File: src/rtl/mb_conf_builder_if.sv
// mb_conf_builder bus: sign stream in, mb_conf FIFO write side out.
// master = upstream/FIFO side, slave = the builder.
interface mb_conf_builder_if;
   logic        sign_valid;
   logic [3:0]  sign_group;
   logic        mb_end;
   logic        in_ready;
   logic        mb_conf_afull;
   logic [90:0] mb_conf;
   logic [2:0]  first_group;
   logic        has_one_group;
   logic        mb_conf_wr;
   logic        group_err;

   modport master (
      output sign_valid, sign_group, mb_end, mb_conf_afull,
      input  in_ready, mb_conf, first_group, has_one_group,
      input  mb_conf_wr, group_err
   );

   modport slave (
      input  sign_valid, sign_group, mb_end, mb_conf_afull,
      output in_ready, mb_conf, first_group, has_one_group,
      output mb_conf_wr, group_err
   );
endinterface

File: src/rtl/mb_conf_builder.sv
// Per-macroblock sign-group census; one packed word per MB to mb_conf FIFO.
// Ports: clk, rst (sync, high), clk_en, bus (sign in / mb_conf out).
module mb_conf_builder (
   input  logic               clk,
   input  logic               rst,
   input  logic               clk_en,
   mb_conf_builder_if.slave   bus
);

   logic [6:0]  cnt_q  [13];
   logic [6:0]  cnt_d  [13];
   logic [6:0]  cnt_nx [13];
   logic [12:0] nz;

   logic [90:0] snap_w;
   logic [2:0]  fg_w;
   logic        one_w;

   // Snapshot waiting to be written.
   logic [90:0] snap_conf_q, snap_conf_d;
   logic [2:0]  snap_fg_q, snap_fg_d;
   logic        snap_one_q, snap_one_d;
   logic        pending_q, pending_d;

   // Word presented alongside the write strobe.
   logic [90:0] conf_q, conf_d;
   logic [2:0]  fg_q, fg_d;
   logic        one_q, one_d;
   logic        wr_q, wr_d;
   logic        err_q, err_d;

   logic        accept;
   logic        drain;
   logic        capture;

   assign bus.in_ready      = ~(pending_q & bus.mb_conf_afull);
   assign bus.mb_conf       = conf_q;
   assign bus.first_group   = fg_q;
   assign bus.has_one_group = one_q;
   assign bus.mb_conf_wr    = wr_q & clk_en;
   assign bus.group_err     = err_q;

   always_comb begin
      accept = clk_en & bus.in_ready;
      drain  = clk_en & pending_q & ~bus.mb_conf_afull;

      snap_w = '0;
      for (int i = 0; i < 13; i++) begin
         cnt_nx[i] = cnt_q[i];
         if (accept && bus.sign_valid &&
             bus.sign_group == 4'(i) &&
             cnt_q[i] != 7'h7f)
            cnt_nx[i] = cnt_q[i] + 7'd1;
         nz[i] = |cnt_nx[i];
         snap_w[90-7*i -: 7] = cnt_nx[i];
      end

      one_w = $onehot(nz);

      // Lowest-numbered non-empty group wins; motion beats all.
      fg_w = 3'd0;
      if (!nz[0]) begin
         for (int k = 6; k >= 1; k--) begin
            if (nz[2*k-1] || nz[2*k])
               fg_w = 3'(k);
         end
      end

      capture = accept & bus.mb_end & (|nz);

      cnt_d       = cnt_q;
      snap_conf_d = snap_conf_q;
      snap_fg_d   = snap_fg_q;
      snap_one_d  = snap_one_q;
      conf_d      = conf_q;
      fg_d        = fg_q;
      one_d       = one_q;
      err_d       = err_q;

      if (accept) begin
         cnt_d = cnt_nx;
         if (bus.mb_end)
            cnt_d = '{default: '0};
      end

      if (accept && bus.sign_valid && bus.sign_group > 4'd12)
         err_d = 1'b1;

      // Drain moves the old snapshot out before a new one lands.
      if (drain) begin
         conf_d = snap_conf_q;
         fg_d   = snap_fg_q;
         one_d  = snap_one_q;
      end

      if (capture) begin
         snap_conf_d = snap_w;
         snap_fg_d   = fg_w;
         snap_one_d  = one_w;
      end

      pending_d = capture | (pending_q & ~drain);

      // Strobe holds across clk_en low so a gated FIFO still sees it.
      wr_d = clk_en ? drain : wr_q;
   end

   always_ff @(posedge clk) begin
      if (rst) begin
         cnt_q       <= '{default: '0};
         snap_conf_q <= '0;
         snap_fg_q   <= '0;
         snap_one_q  <= 1'b0;
         pending_q   <= 1'b0;
         conf_q      <= '0;
         fg_q        <= '0;
         one_q       <= 1'b0;
         wr_q        <= 1'b0;
         err_q       <= 1'b0;
      end else begin
         cnt_q       <= cnt_d;
         snap_conf_q <= snap_conf_d;
         snap_fg_q   <= snap_fg_d;
         snap_one_q  <= snap_one_d;
         pending_q   <= pending_d;
         conf_q      <= conf_d;
         fg_q        <= fg_d;
         one_q       <= one_d;
         wr_q        <= wr_d;
         err_q       <= err_d;
      end
   end

endmodule
File: src/flat_wrapper.sv
// flat-port wrapper written by rule: the top's interface ports become plain ports
module mb_conf_builder_flat 
  (clk, rst, clk_en, bus_sign_valid, bus_sign_group, bus_mb_end, bus_mb_conf_afull, bus_in_ready, bus_mb_conf, bus_first_group, bus_has_one_group, bus_mb_conf_wr, bus_group_err);
  mb_conf_builder_if bus_i ();
  input  logic clk;
  input  logic rst;
  input  logic clk_en;
  input wire logic [$bits(bus_i.sign_valid)-1:0] bus_sign_valid;
  input wire logic [$bits(bus_i.sign_group)-1:0] bus_sign_group;
  input wire logic [$bits(bus_i.mb_end)-1:0] bus_mb_end;
  input wire logic [$bits(bus_i.mb_conf_afull)-1:0] bus_mb_conf_afull;
  output wire logic [$bits(bus_i.in_ready)-1:0] bus_in_ready;
  output wire logic [$bits(bus_i.mb_conf)-1:0] bus_mb_conf;
  output wire logic [$bits(bus_i.first_group)-1:0] bus_first_group;
  output wire logic [$bits(bus_i.has_one_group)-1:0] bus_has_one_group;
  output wire logic [$bits(bus_i.mb_conf_wr)-1:0] bus_mb_conf_wr;
  output wire logic [$bits(bus_i.group_err)-1:0] bus_group_err;
  assign bus_i.sign_valid = bus_sign_valid;
  assign bus_i.sign_group = bus_sign_group;
  assign bus_i.mb_end = bus_mb_end;
  assign bus_i.mb_conf_afull = bus_mb_conf_afull;
  assign bus_in_ready = bus_i.in_ready;
  assign bus_mb_conf = bus_i.mb_conf;
  assign bus_first_group = bus_i.first_group;
  assign bus_has_one_group = bus_i.has_one_group;
  assign bus_mb_conf_wr = bus_i.mb_conf_wr;
  assign bus_group_err = bus_i.group_err;
  mb_conf_builder u_core (.clk(clk), .rst(rst), .clk_en(clk_en), .bus(bus_i));
endmodule
File: config.mk
export PLATFORM = sky130hd
export DESIGN_NAME = mb_conf_builder_flat
export DESIGN_NICKNAME = d
export VERILOG_FILES = /design/src/rtl/mb_conf_builder_if.sv /design/src/rtl/mb_conf_builder.sv /design/src/flat_wrapper.sv
export SDC_FILE = /design/constraint.sdc
export NUM_CORES = 1
export LEC_CHECK = 0
export CELL_PAD_IN_SITES_DETAIL_PLACEMENT = 1
export CELL_PAD_IN_SITES_GLOBAL_PLACEMENT = 1
export CORE_MARGIN = 8
export CORE_UTILIZATION = 40
export DETAILED_ROUTE_END_ITERATION = 8
export PLACE_DENSITY = 0.73
export SLEW_MARGIN = 5
export SYNTH_ARGS = -nofsm -noshare
export SYNTH_HDL_FRONTEND = slang
export SYNTH_SLANG_ARGS = --single-unit
File: constraint.sdc
create_clock -name clk -period 10.14 [get_ports clk]
set_input_delay 2.028 -clock clk [delete_from_list [all_inputs] [get_ports clk]]
set_output_delay 2.028 -clock clk [all_outputs]
set_load 0.03 [all_outputs]
* Word level (Yosys, flattened, before mapping)
Cells that the tools add are included.
** Storage, ports and cells
- Register bits :: 284
- Input port bits :: 10
- Word-level logic and storage cells :: 156
** Operators by class
- Add/sub/neg operators :: 25
- Order comparisons :: 1
- Equal/unequal tests :: 26
- Multiplexer cells :: 21
- Bitwise gates (word level) :: 12
- Reduce and logical (&&, ||, !) cells :: 49
** Operators with widths (number)
- 7-bit by 1-bit adder with 7-bit output (second input constant) :: 13
- 7-bit two-way mux :: 13
- 91-bit two-way mux :: 1
- 7-bit inequality test (second input constant) :: 13
- 7-bit OR reduction :: 13
- 91-bit OR reduction :: 1
- 1-bit logical AND :: 28
- 3-bit two-way mux :: 7
- 4-bit adder :: 5
- 4-bit equality test (second input constant) :: 5
- 4-bit by 3-bit equality test with 1-bit output (second input constant) :: 4
- 1-bit by 1-bit adder with 2-bit output :: 6
- 1-bit bitwise AND :: 8
- 4-bit by 1-bit equality test with 1-bit output (second input constant) :: 2
- 4-bit by 2-bit equality test with 1-bit output (second input constant) :: 2
- 1-bit logical OR :: 6
- 4-bit by 1-bit adder with 4-bit output :: 1
- 4-bit greater-than comparator (second input constant) :: 1
- 4-bit zero test :: 1
- 1-bit NOT :: 3
- 1-bit bitwise OR :: 1

* Longest topological paths before layout
Gate-level depths: netlist of run 1.
- Depth after elaboration :: 16
- Mapped depth :: 20
- Gate-level depth less buffers :: 20

* Worst setup path before layout of run 1
OpenSTA, ideal clock, no wires.
- Path kind :: input port to flip-flop
- Start :: in clk_en
- End :: reg u_core.snap_one_q
- Library setup time :: 0.116 ns
- Data arrival time :: 6.899 ns
- Path slack :: 3.125 ns
- Cell stages on the path :: 20
- Cell sequence :: a21bo_2 clkbuf_1 nor4_1 mux2_2 nor3b_1 nor4bb_1 inv_1 ha_1 inv_1 fa_1 fa_1 fa_1 inv_1 fa_1 inv_1 fa_1 nand2_1 nor3_1 nand3_1 o21ai_1
** On the way
- Longest elaborated chain between the ends :: 11
** Ends and longest elaborated chain
- start, declared :: RTL line flat_wrapper.sv:7 : input logic clk_en;
- 1-bit bitwise AND * :: RTL line mb_conf_builder.sv:44 : accept = clk_en & bus.in_ready;
- 1-bit logical AND (2 in series) :: RTL line mb_conf_builder.sv:50 : if (accept && bus.sign_valid &&
- 1-bit logical AND :: RTL line mb_conf_builder.sv:51 : bus.sign_group == 4'(i) &&
- 7-bit two-way mux :: RTL line mb_conf_builder.sv:50
- 7-bit OR reduction :: RTL line mb_conf_builder.sv:54 : nz[i] = |cnt_nx[i];
- 1-bit by 1-bit adder with 2-bit output (implied by the code) :: RTL line mb_conf_builder.sv:58 : one_w = $onehot(nz);
- 4-bit adder (implied by the code) :: RTL line mb_conf_builder.sv:58
- 4-bit adder (implied by the code) / 4-bit by 1-bit adder with 4-bit output (equally long branches) :: RTL line mb_conf_builder.sv:58
- 4-bit adder (implied by the code) :: RTL line mb_conf_builder.sv:58
- 4-bit by 1-bit equality test with 1-bit output :: RTL line mb_conf_builder.sv:58
- end signal, assigned :: RTL line mb_conf_builder.sv:124 : snap_one_q <= snap_one_d;
- end, declared :: RTL line mb_conf_builder.sv:22 : logic snap_one_q, snap_one_d;
Every way passes the cells marked *; elsewhere a longest branch is shown, timed or not.
A chain may end at the register's enable or synchronous reset.

* Final worst setup path of run 1
Ends and elaborated chain as after synthesis.

==> impl_metrics.tcl, run 1 <==
set metrics [dict create \
    routed_wl_um 37020 \
    cts_resized 0 \
    hold_start "u_core.snap_conf_q[38]" \
    status "finished, final reports clean" \
    synth_area_sq_um 13350 \
    async_flop_share_pct 0 \
    area_growth_pct 16.82 \
    die-width_um 198.7 \
    vias_per_cell 5.509 \
    grt_use_total_pct 18.59 \
    drv_slew 0 \
    max_cap_violations 0 \
    crit_required_ns 10.55 \
    synth_seq_cells 284 \
    drt-wirelength-per-cell_um 17.32 \
    startpoint "clk_en" \
    grt_pass1_wl_um 61760 \
    dp_hpwl_um 24720 \
    htree_levels 1 \
    syn-instance-count 1642 \
    worst_pin_slew_ns 1.138 \
    fin_skew_ns 0.02443 \
    cts_max_path_buffers 3 \
    synthTopCellsByArea "dfxtp_1 43%, nand2_1 6.7%, nor2_1 6.6%, a21oi_1 5.9%, a211oi_1 3.3%" \
    ant_nets 0 \
    cts_setup_buffers 0 \
    yosys_warnings 0 \
    synthMuxAreaShare_pct 3.852 \
    cts_tree "done" \
    drc 0 \
    port-buffer-count 107 \
    max_freq_mhz 129.3 \
    tns_ns 0 \
    synth_edf_count 0 \
    num_rows 67 \
    r2r-start "u_core.pending_q" \
    cts_num_sinks 284 \
    fp.coreArea_sq_um 33200 \
    synth_top_family_by_area "simple AND/OR/NAND/NOR gates" \
    finalSetupViolations 0 \
    synth-simple-area-share_pct 24.33 \
    seq_area_frac_synth_pct 42.59 \
    cts_made_buffers 31 \
    timing.final.crit_share_pct 76.28 \
    cellLeakagePower_uw 0.005232 \
    cts-root-buf "clkbuf_16" \
    ir_drop_mv 0.1413 \
    start_util_pct 40.21 \
    antenna_found_initial 2 \
    cts-hold-fix-buffers 0 \
    crit_type "in -> reg" \
    fin_crit_ns 7.735 \
    grt_remaining_overflow 0 \
    drive_gt1_share_pct 5.806 \
    grt_pass1_vias 11930 \
    synth-xor-area-share_pct 3.149 \
    yosysTopAreaCell "dfxtp_1" \
    synth-compound-area-share_pct 17.81 \
    syn-num-nets 1682 \
    drtIter0Drc 681 \
    nNetsFinal 1705 \
    firstDrtPassIters 5 \
    hold_viol 0 \
    power_density_nw_per_um2 151.4 \
    arrival_ns 8.15 \
    holdCritPathClass "reg -> reg" \
    max_slew_margin_pct 23.92 \
    clock_latency_ns 0.56 \
    grt_max_degree 98 \
    rsz0062_at_grt "false" \
    ys_types 69 \
    fp.dieH_um 198.7 \
    endpoint_kind "flip-flop" \
    dr_total_vias 11770 \
    synth_top_area_share_pct 42.59 \
    ioPinCount 108 \
    place_congestion 0.8534 \
    yosys.area_share.adder_pct 3.262 \
    clkTransAtPathRegs_ns 0.06 \
    critPathLaunchType "input port" \
    die_area_sq_um 39470 \
    synth-main-ff-cell "dfxtp_1" \
    dpl_cell_area_sq_um 14590 \
    cp_max_fo 29 \
    final_area_sq_um 15600 \
    fin_util_pct 46.98 \
    avgSynthCellArea_sq_um 8.130 \
]
==> Yosys cell counts (24+ instances only) <==
master	number
a211oi_1	58
a21oi_1	157
a22oi_1	26
and3_1	25
clkbuf_1	104
dfxtp_1	284
inv_1	35
mux2i_1	39
nand2_1	237
nand3_1	35
nand4_1	30
nor2_1	234
nor3_1	24
o21ai_0	46
xnor2_1	28
==> per-stage QoR <==
stage / hold WS [ns] / setup WS (ns) / cells / power (uW)
3_3_place_gp: 0.4422 / 2.057 / 2080 / 1277
4_1_cts: 0.4541 / 2.461 / 2136 / 2397
3_5_place_dp: 0.4456 / 1.901 / 2080 / 1279
6_report: 0.4445 / 2.405 / 2137 / 2361
2_1_floorplan: 0.4266 / 3.125 / 1642 / 1244
5_1_grt: 0.4742 / 2.045 / 2137 / 2459
==> flip-flops by register name, indices dropped and copies added (netlist names) <==
signal	cells
u_core.pending_q	1
u_core.snap_one_q	1
u_core.cnt_q	91
u_core.bus.has_one_group	1
u_core.snap_conf_q	91
u_core.wr_q	1
u_core.bus.group_err	1
u_core.bus.first_group	3
u_core.bus.mb_conf	91
u_core.snap_fg_q	3
==> final timing paths <==
path                                                to  cells after the start  slack (ns)
worst max-delay path                 u_core.snap_one_q                     20        2.41
worst max register to register       u_core.snap_one_q                     19        4.08
worst min register to register  u_core.bus.mb_conf[38]                      2        0.44
worst min-delay path            u_core.bus.mb_conf[38]                      2        0.44
==> final cells by class <==
type	instances	area, sq um
Timing Repair Buffer	119	1172
Sequential cell	284	5685
Multi-Input combinational cell	1194	7038
Clock buffer	43	880.8
Inverter	35	131.4
Clock inverter	13	123.9
Tap cell	448	560.5
Antenna cell	1	2.502
Fill cell	3996	17600
==> power by group <==
| part | internal, uW | switching (uW) |
|---|---|---|
| Clock | 653 | 454 |
| Sequential | 1130 | 7.77 |
| Combinational | 31.9 | 84.0 |
| Total | 1820 | 546 |
==> layout by cell type (no fill, tap or decap), types with 12 or more instances in the layout <==
master and n:
a211oi_1 58, a21oi_1 157, a22oi_1 26, a31oi_1 16, a32oi_1 13, and3_1 25
and4_1 12, clkbuf_16 31, clkdlybuf4s50_1 105, dfxtp_1 284, ha_1 22, inv_1 35
mux2i_1 39, nand2_1 237, nand3_1 35, nand4_1 30, nor2_1 232, nor3_1 24
nor4_1 19, o21ai_0 46, or3_1 13, xnor2_1 28, xor2_1 20
==> cell families (layout without fill, tap and decap cells) <==
logic type / count (synthesis) / after routing
buffers and inverters: 164 / 210
other: 0 / 1
AOI/OAI and AO/OA: 370 / 370
xor gates and xnor gates: 48 / 48
and+or+nand+nor: 696 / 696
DFF: 284 / 284
muxes: 50 / 50
adders and majority gates: 30 / 30
==> critical path, cell delays in order <==
cell and delay (ns):
clkdlybuf4s50_1 0.54, a21bo_2 0.47, nor4_1 0.71, mux2_2 0.44, nor3b_1 0.21, nor4bb_1 0.50
inv_1 0.10, ha_1 0.29, inv_1 0.05, fa_1 0.57, fa_1 0.44, fa_1 0.52
inv_1 0.05, fa_1 0.41, inv_1 0.09, fa_1 0.41, nand2_1 0.07, nor3_1 0.04
nand3_1 0.12, o21ai_1 0.06
==> routing by layer <==
metal | GRT usage [%] | wire length (um) | vias to the layer above
li1 | - | - | 5818
met3 | 2.741 | 1532 | 49
met4 | 4.804 | 695 | 2
met2 | 32.07 | 17440 | 169
met5 | 0 | 8 | -
met1 | 24.03 | 17350 | 5735
(Power assumes the default switching activity.)
==> run 2, diff against run 1 <==
Settings changed: PLACE_DENSITY 0.73 to 0.76.
Clock period 10.14 ns to 6.8 ns, I/O delays scaled along.
==> impl_metrics.tcl, run 2 (synthesis gave the netlist of run 1 again) <==
set metrics [dict create \
    status "finished, final reports clean" \
    arrival_ns 6.89 \
    start_util_pct 40.21 \
    cts_num_sinks 284 \
    p_int_uw 3076 \
    routed_wl_um 38730 \
    antenna_found_initial 0 \
    dp_hpwl_um 25650 \
    grt_pass1_vias 12450 \
    endpoint_kind "flip-flop" \
    rr_endpoint "u_core.snap_one_q" \
    cts_made_buffers 31 \
    drv_slew 0 \
    critPathLaunchType "input port" \
    crit_chain "clkdlybuf4s50_1 -> a21bo_2 -> nor4_1 -> mux2_2 -> nor3b_1 -> nor4bb_1 -> buf_4 -> inv_1 -> ha_1 -> inv_1 -> fa_1 -> fa_1 -> fa_1 -> inv_1 -> fa_1 -> inv_1 -> fa_1 -> nand2_1 -> nor3_1 -> nand3_1 -> o21ai_1" \
    cts_setup_buffers 0 \
    final_area_sq_um 16330 \
    final_common_cell "dfxtp_1" \
    finalSetupViolations 0 \
    fp.coreArea_sq_um 33200 \
    rsz0062_at_grt "false" \
    antenna_cells 0 \
    place_ws_ns -0.2139 \
    cpMostUsedCell "fa_1" \
    timing.reg2reg.setup_slack_ns 1.27 \
    htree_levels 1 \
    r2r-start "u_core.cnt_q[7]" \
    clock_latency_ns 0.58 \
    power_density_nw_per_um2 240.7 \
    place_congestion 0.8936 \
    power_frac_comb_pct 4.7 \
    num_rows 67 \
    holdCritPathClass "reg -> reg" \
    ir_drop_mv 0.1935 \
    max_freq_mhz 154.7 \
    nNetsFinal 1764 \
    fp.dieH_um 198.7 \
    grt_pass1_wl_um 64290 \
    startpoint "clk_en" \
    crit_slowest_cell "fa_1" \
    p_switching_uw 854.3 \
    clkTransAtPathRegs_ns 0.06 \
    grt_remaining_overflow 0 \
    fin_crit_ns 6.465 \
    grt_max_degree 165 \
    cts_tree "done" \
    seqPwrFrac_pct 43.2 \
    cts-hold-fix-buffers 0 \
    port-buffer-count 107 \
    final_cell_mix "284 x dfxtp_1, 237 x nand2_1, 232 x nor2_1, 157 x a21oi_1, 105 x clkdlybuf4s50_1" \
    vias_per_cell 5.457 \
    cts-root-buf "clkbuf_16" \
    dr_total_vias 11990 \
    ant_nets 0 \
    fin_util_pct 49.19 \
    die_area_sq_um 39470 \
    reg2reg_depth 21 \
    clockPowerShare_pct 52.1 \
    switching_share_pct 21.74 \
    timing.final.crit_share_pct 95.08 \
    fin_skew_ns 0.02834 \
    slowest_delay_ns 0.56 \
    drt-wirelength-per-cell_um 17.63 \
    crit_end "u_core.snap_one_q" \
    crit_required_ns 7.23 \
    dpl_cell_area_sq_um 15070 \
    die-width_um 198.7 \
    drc 0 \
    worst_pin_slew_ns 1.123 \
    grt_use_total_pct 19.38 \
    drtIter0Drc 555 \
    cp_max_fo 7 \
    firstDrtPassIters 5 \
    setup_slack_ns 0.3348 \
    ioPinCount 108 \
    area_growth_pct 22.32 \
    cellLeakagePower_uw 0.005653 \
    cts_resized 0 \
    drive_gt1_share_pct 9.320 \
    cts_max_path_buffers 3 \
    crit_type "in -> reg" \
    max_cap_violations 0 \
    max_slew_margin_pct 25.14 \
    hold_viol 0 \
]
==> run 2: cell count changes in the layout (fill, tap and decap cells not counted), sizes merged <==
cell,before,now
clkinv,9,6
bufinv,2,12
clkinvlp,2,1
diode,1,0
buf,13,72
clkbuf,44,38
inv,35,37
==> run 2: metal layers <==
metal	track usage, %	vias up	wire length, um
met5	0	-	0
li1	-	5941	-
met3	2.774	49	1447
met2	34.62	170	18990
met1	24.15	5828	17580
met4	4.941	0	701
==> run 2: worst min path at each step <==
stage                     slack (ns)                         to              startpoint  depth (start not counted)
after floorplan                 0.43  u_core.bus.first_group[0]     u_core.snap_fg_q[0]                          2
after global routing            0.47     u_core.bus.mb_conf[62]  u_core.bus.mb_conf[62]                          2
after CTS                       0.46     u_core.bus.mb_conf[58]  u_core.snap_conf_q[58]                          2
after detailed placement        0.45      u_core.bus.mb_conf[3]   u_core.snap_conf_q[3]                          2
final                           0.45     u_core.bus.mb_conf[47]  u_core.bus.mb_conf[47]                          2
after global placement          0.44     u_core.bus.mb_conf[10]  u_core.snap_conf_q[10]                          2
==> run 2: metrics by stage <==
stage / cells / TNS (ns) / hold slack, ns / total power [uW]
after floorplan: 1642 / 0 / 0.4266 / 1854
after global placement: 2139 / -0.09325 / 0.4405 / 1914
after detailed placement: 2139 / -0.2139 / 0.4470 / 1920
after CTS: 2197 / 0 / 0.4569 / 3976
after global routing: 2197 / 0 / 0.4742 / 4060
final: 2197 / 0 / 0.4532 / 3930
==> run 2: area by class of cell <==
| type | instances | area, sq um |
|---|---|---|
| Fill cell | 3995 | 16870 |
| Clock buffer | 37 | 838.3 |
| Inverter | 35 | 131.4 |
| Clock inverter | 21 | 421.7 |
| Timing Repair Buffer | 178 | 1653 |
| Multi-Input combinational cell | 1194 | 7038 |
| Tap cell | 448 | 560.5 |
| Sequential cell | 284 | 5685 |
==> run 2: worst max-delay path: cells and delay by family <==
kind	cells	cell delay, ns
and+or+nand+nor	6	1.20
adders and majority gates	6	2.59
AOI/OAI and AO/OA	2	0.39
buffers and inverters	6	0.94
muxes	1	0.40
==> run 2: power by group through the flow <==
stage	Sequential, uW	Combinational [uW]	Clock [uW]
5_1_grt	1700	205	2160
2_1_floorplan	1730	124	0
3_3_place_gp	1730	182	0
6_report	1700	186	2050
4_1_cts	1700	189	2090
3_5_place_dp	1730	187	0
==> run 3, diff against run 2 <==
Settings changed: CAP_MARGIN from default to 20, CTS_CLUSTER_DIAMETER from default to 120, RECOVER_POWER from default to 50.
==> impl_metrics.tcl, run 3 (synthesis gave the netlist of run 1 again) <==
set metrics [dict create \
    max_cap_violations 4 \
    status "finished, violations left" \
    holdCritPathClass "reg -> reg" \
    final_area_sq_um 16070 \
    htree_levels 1 \
    dr_total_vias 11980 \
    cts_num_sinks 284 \
    die_area_sq_um 39470 \
    ioPinCount 108 \
    crit_slowest_cell "dlygate4sd3_1" \
    die-width_um 198.7 \
    endpoint_kind "flip-flop" \
    clock_latency_ns 0.55 \
    fin_skew_ns 0.007746 \
    grt_use_total_pct 19.19 \
    firstDrtPassIters 5 \
    slowest_delay_ns 0.71 \
    nNetsFinal 1765 \
    place_ws_ns -0.1953 \
    r2r-start "u_core.cnt_q[7]" \
    cts-hold-fix-buffers 0 \
    area_growth_pct 20.39 \
    drive_gt1_share_pct 8.529 \
    p_total_uw 3591 \
    dp_hpwl_um 25820 \
    drtIter0Drc 596 \
    hold_viol 0 \
    critical_path_depth 20 \
    critPathLaunchType "input port" \
    fill_cells 4012 \
    ant_nets 0 \
    cts_resized 0 \
    drt-wirelength-per-cell_um 17.46 \
    antenna_found_initial 0 \
    holdPathStages 2 \
    hold_start "u_core.bus.mb_conf[3]" \
    start_util_pct 40.21 \
    ir_drop_mv 0.1676 \
    power_density_nw_per_um2 223.4 \
    worst_pin_slew_ns 2.720 \
    place_congestion 0.8936 \
    drc 0 \
    cellLeakagePower_uw 0.005860 \
    cp_max_fo 8 \
    seq_area_sq_um 5685 \
    fin_crit_ns 6.504 \
    grt_pass1_vias 12360 \
    rr_endpoint "u_core.snap_one_q" \
    rsz0062_at_grt "false" \
    crit_type "in -> reg" \
    final_cell_mix "284 x dfxtp_1, 237 x nand2_1, 234 x nor2_1, 157 x a21oi_1, 97 x dlygate4sd3_1" \
    max_freq_mhz 153.7 \
    finalSetupViolations 0 \
    final_cells 2195 \
    antenna_cells 0 \
    cts_max_path_buffers 3 \
    fp.coreArea_sq_um 33200 \
    multi_input_area_sq_um 7027 \
    final_common_cell "dfxtp_1" \
    fp.dieH_um 198.7 \
    setup_slack_ns 0.2957 \
    clkTransAtPathRegs_ns 0.06 \
    max_slew_margin_pct -81.36 \
    grt_max_degree 165 \
    cpMostUsedCell "fa_1" \
    dpl_cell_area_sq_um 15100 \
    drv_slew 172 \
    vias_per_cell 5.456 \
    num_rows 67 \
    routed_wl_um 38330 \
    cts_made_buffers 31 \
    crit_chain "dlygate4sd3_1 -> clkbuf_1 -> nor2b_1 -> nand4_1 -> or4b_1 -> a211oi_1 -> nand4b_1 -> ha_1 -> inv_1 -> fa_1 -> fa_1 -> fa_1 -> inv_1 -> fa_1 -> inv_1 -> fa_1 -> nand2_1 -> nor3_1 -> nand3_1 -> o21ai_1" \
    arrival_ns 6.91 \
    tns_ns 0 \
    timing.final.crit_share_pct 95.65 \
    grt_pass1_wl_um 63550 \
    grt_remaining_overflow 0 \
    crit_required_ns 7.20 \
    violations "max-capacitance violations, max-slew violations" \
    timing.reg2reg.setup_slack_ns 1.34 \
    port-buffer-count 107 \
    path_delay_family "adder cells" \
    min_to "u_core.bus.mb_conf[3]" \
    place_inst 2140 \
    path_buf_inv 5 \
    reg2reg_depth 21 \
    cts-root-buf "clkbuf_16" \
    cts_tree "done" \
    cts_setup_buffers 0 \
]
-- run 3: changes by cell type in the layout (fill, tap and decap cells not counted), sizes merged --
| cell | change |
|---|---|
| clkdlybuf4s50 | -97 |
| inv | -1 |
| dlygate4sd3 | +97 |
| clkinv | +3 |
| clkinvlp | +2 |
| clkbuf | +11 |
| bufinv | -8 |
| buf | -9 |
-- run 3: worst reg2reg max path, stage by stage (launching register included) --
cell and delay [ns]:
dfxtp_1 0.48, ha_1 0.24, nand3_1 0.09, nor4_1 0.29, mux2_2 0.39, nor3b_1 0.21
nor4bb_2 0.33, buf_4 0.16, inv_1 0.04, ha_1 0.27, inv_1 0.05, fa_1 0.55
fa_1 0.44, fa_1 0.51, inv_1 0.05, fa_1 0.41, inv_1 0.08, fa_1 0.40
nand2_1 0.07, nor3_1 0.04, nand3_1 0.12, o21ai_1 0.09
-- run 3: report_power, final --
part	internal, uW	switching (uW)	leakage (uW)
combinational	54.4	128	0.00306
sequential	1680	11.7	0.00229
clock	1030	684	0.000511
total	2770	824	0.00586
-- run 3: stage by stage --
step / hold slack [ns] / util (%)
2_1_floorplan: 0.4266 / -
3_3_place_gp: 0.4405 / 45.39
3_5_place_dp: 0.4470 / 45.47
4_1_cts: 0.4552 / 48.61
5_1_grt: 0.4710 / 48.41
6_report: 0.4500 / 48.41
-- run 3: cell type report --
| cell class | instances | share of cell area [%] |
|---|---|---|
| Multi-Input combinational cell | 1194 | 43.72 |
| Clock inverter | 17 | 1.246 |
| Inverter | 35 | 0.8175 |
| Tap cell | 448 | 3.488 |
| Clock buffer | 38 | 5.240 |
| Sequential cell | 284 | 35.38 |
| Timing Repair Buffer | 179 | 10.11 |
-- run 3: how the worst max path moves through the flow --
stage | from | endpoint | slack, ns
floorplan | clk_en | u_core.snap_one_q | 0.45
global placement | clk_en | u_core.snap_one_q | -0.09
detailed placement | clk_en | u_core.snap_one_q | -0.20
CTS | clk_en | u_core.snap_one_q | 0.38
global route | bus_sign_group[2] | u_core.snap_one_q | 0.04
finish | bus_sign_group[2] | u_core.snap_one_q | 0.30
-- run 3: per-layer routing --
layer  track usage [%]  vias to the layer above  share of wire, %
met3             2.673                       61               3.5
met2             33.78                      182                48
met1             24.12                     5798                46
met5                 0                        -                 0
met4             5.572                        0               2.4
li1                  -                     5934                 -
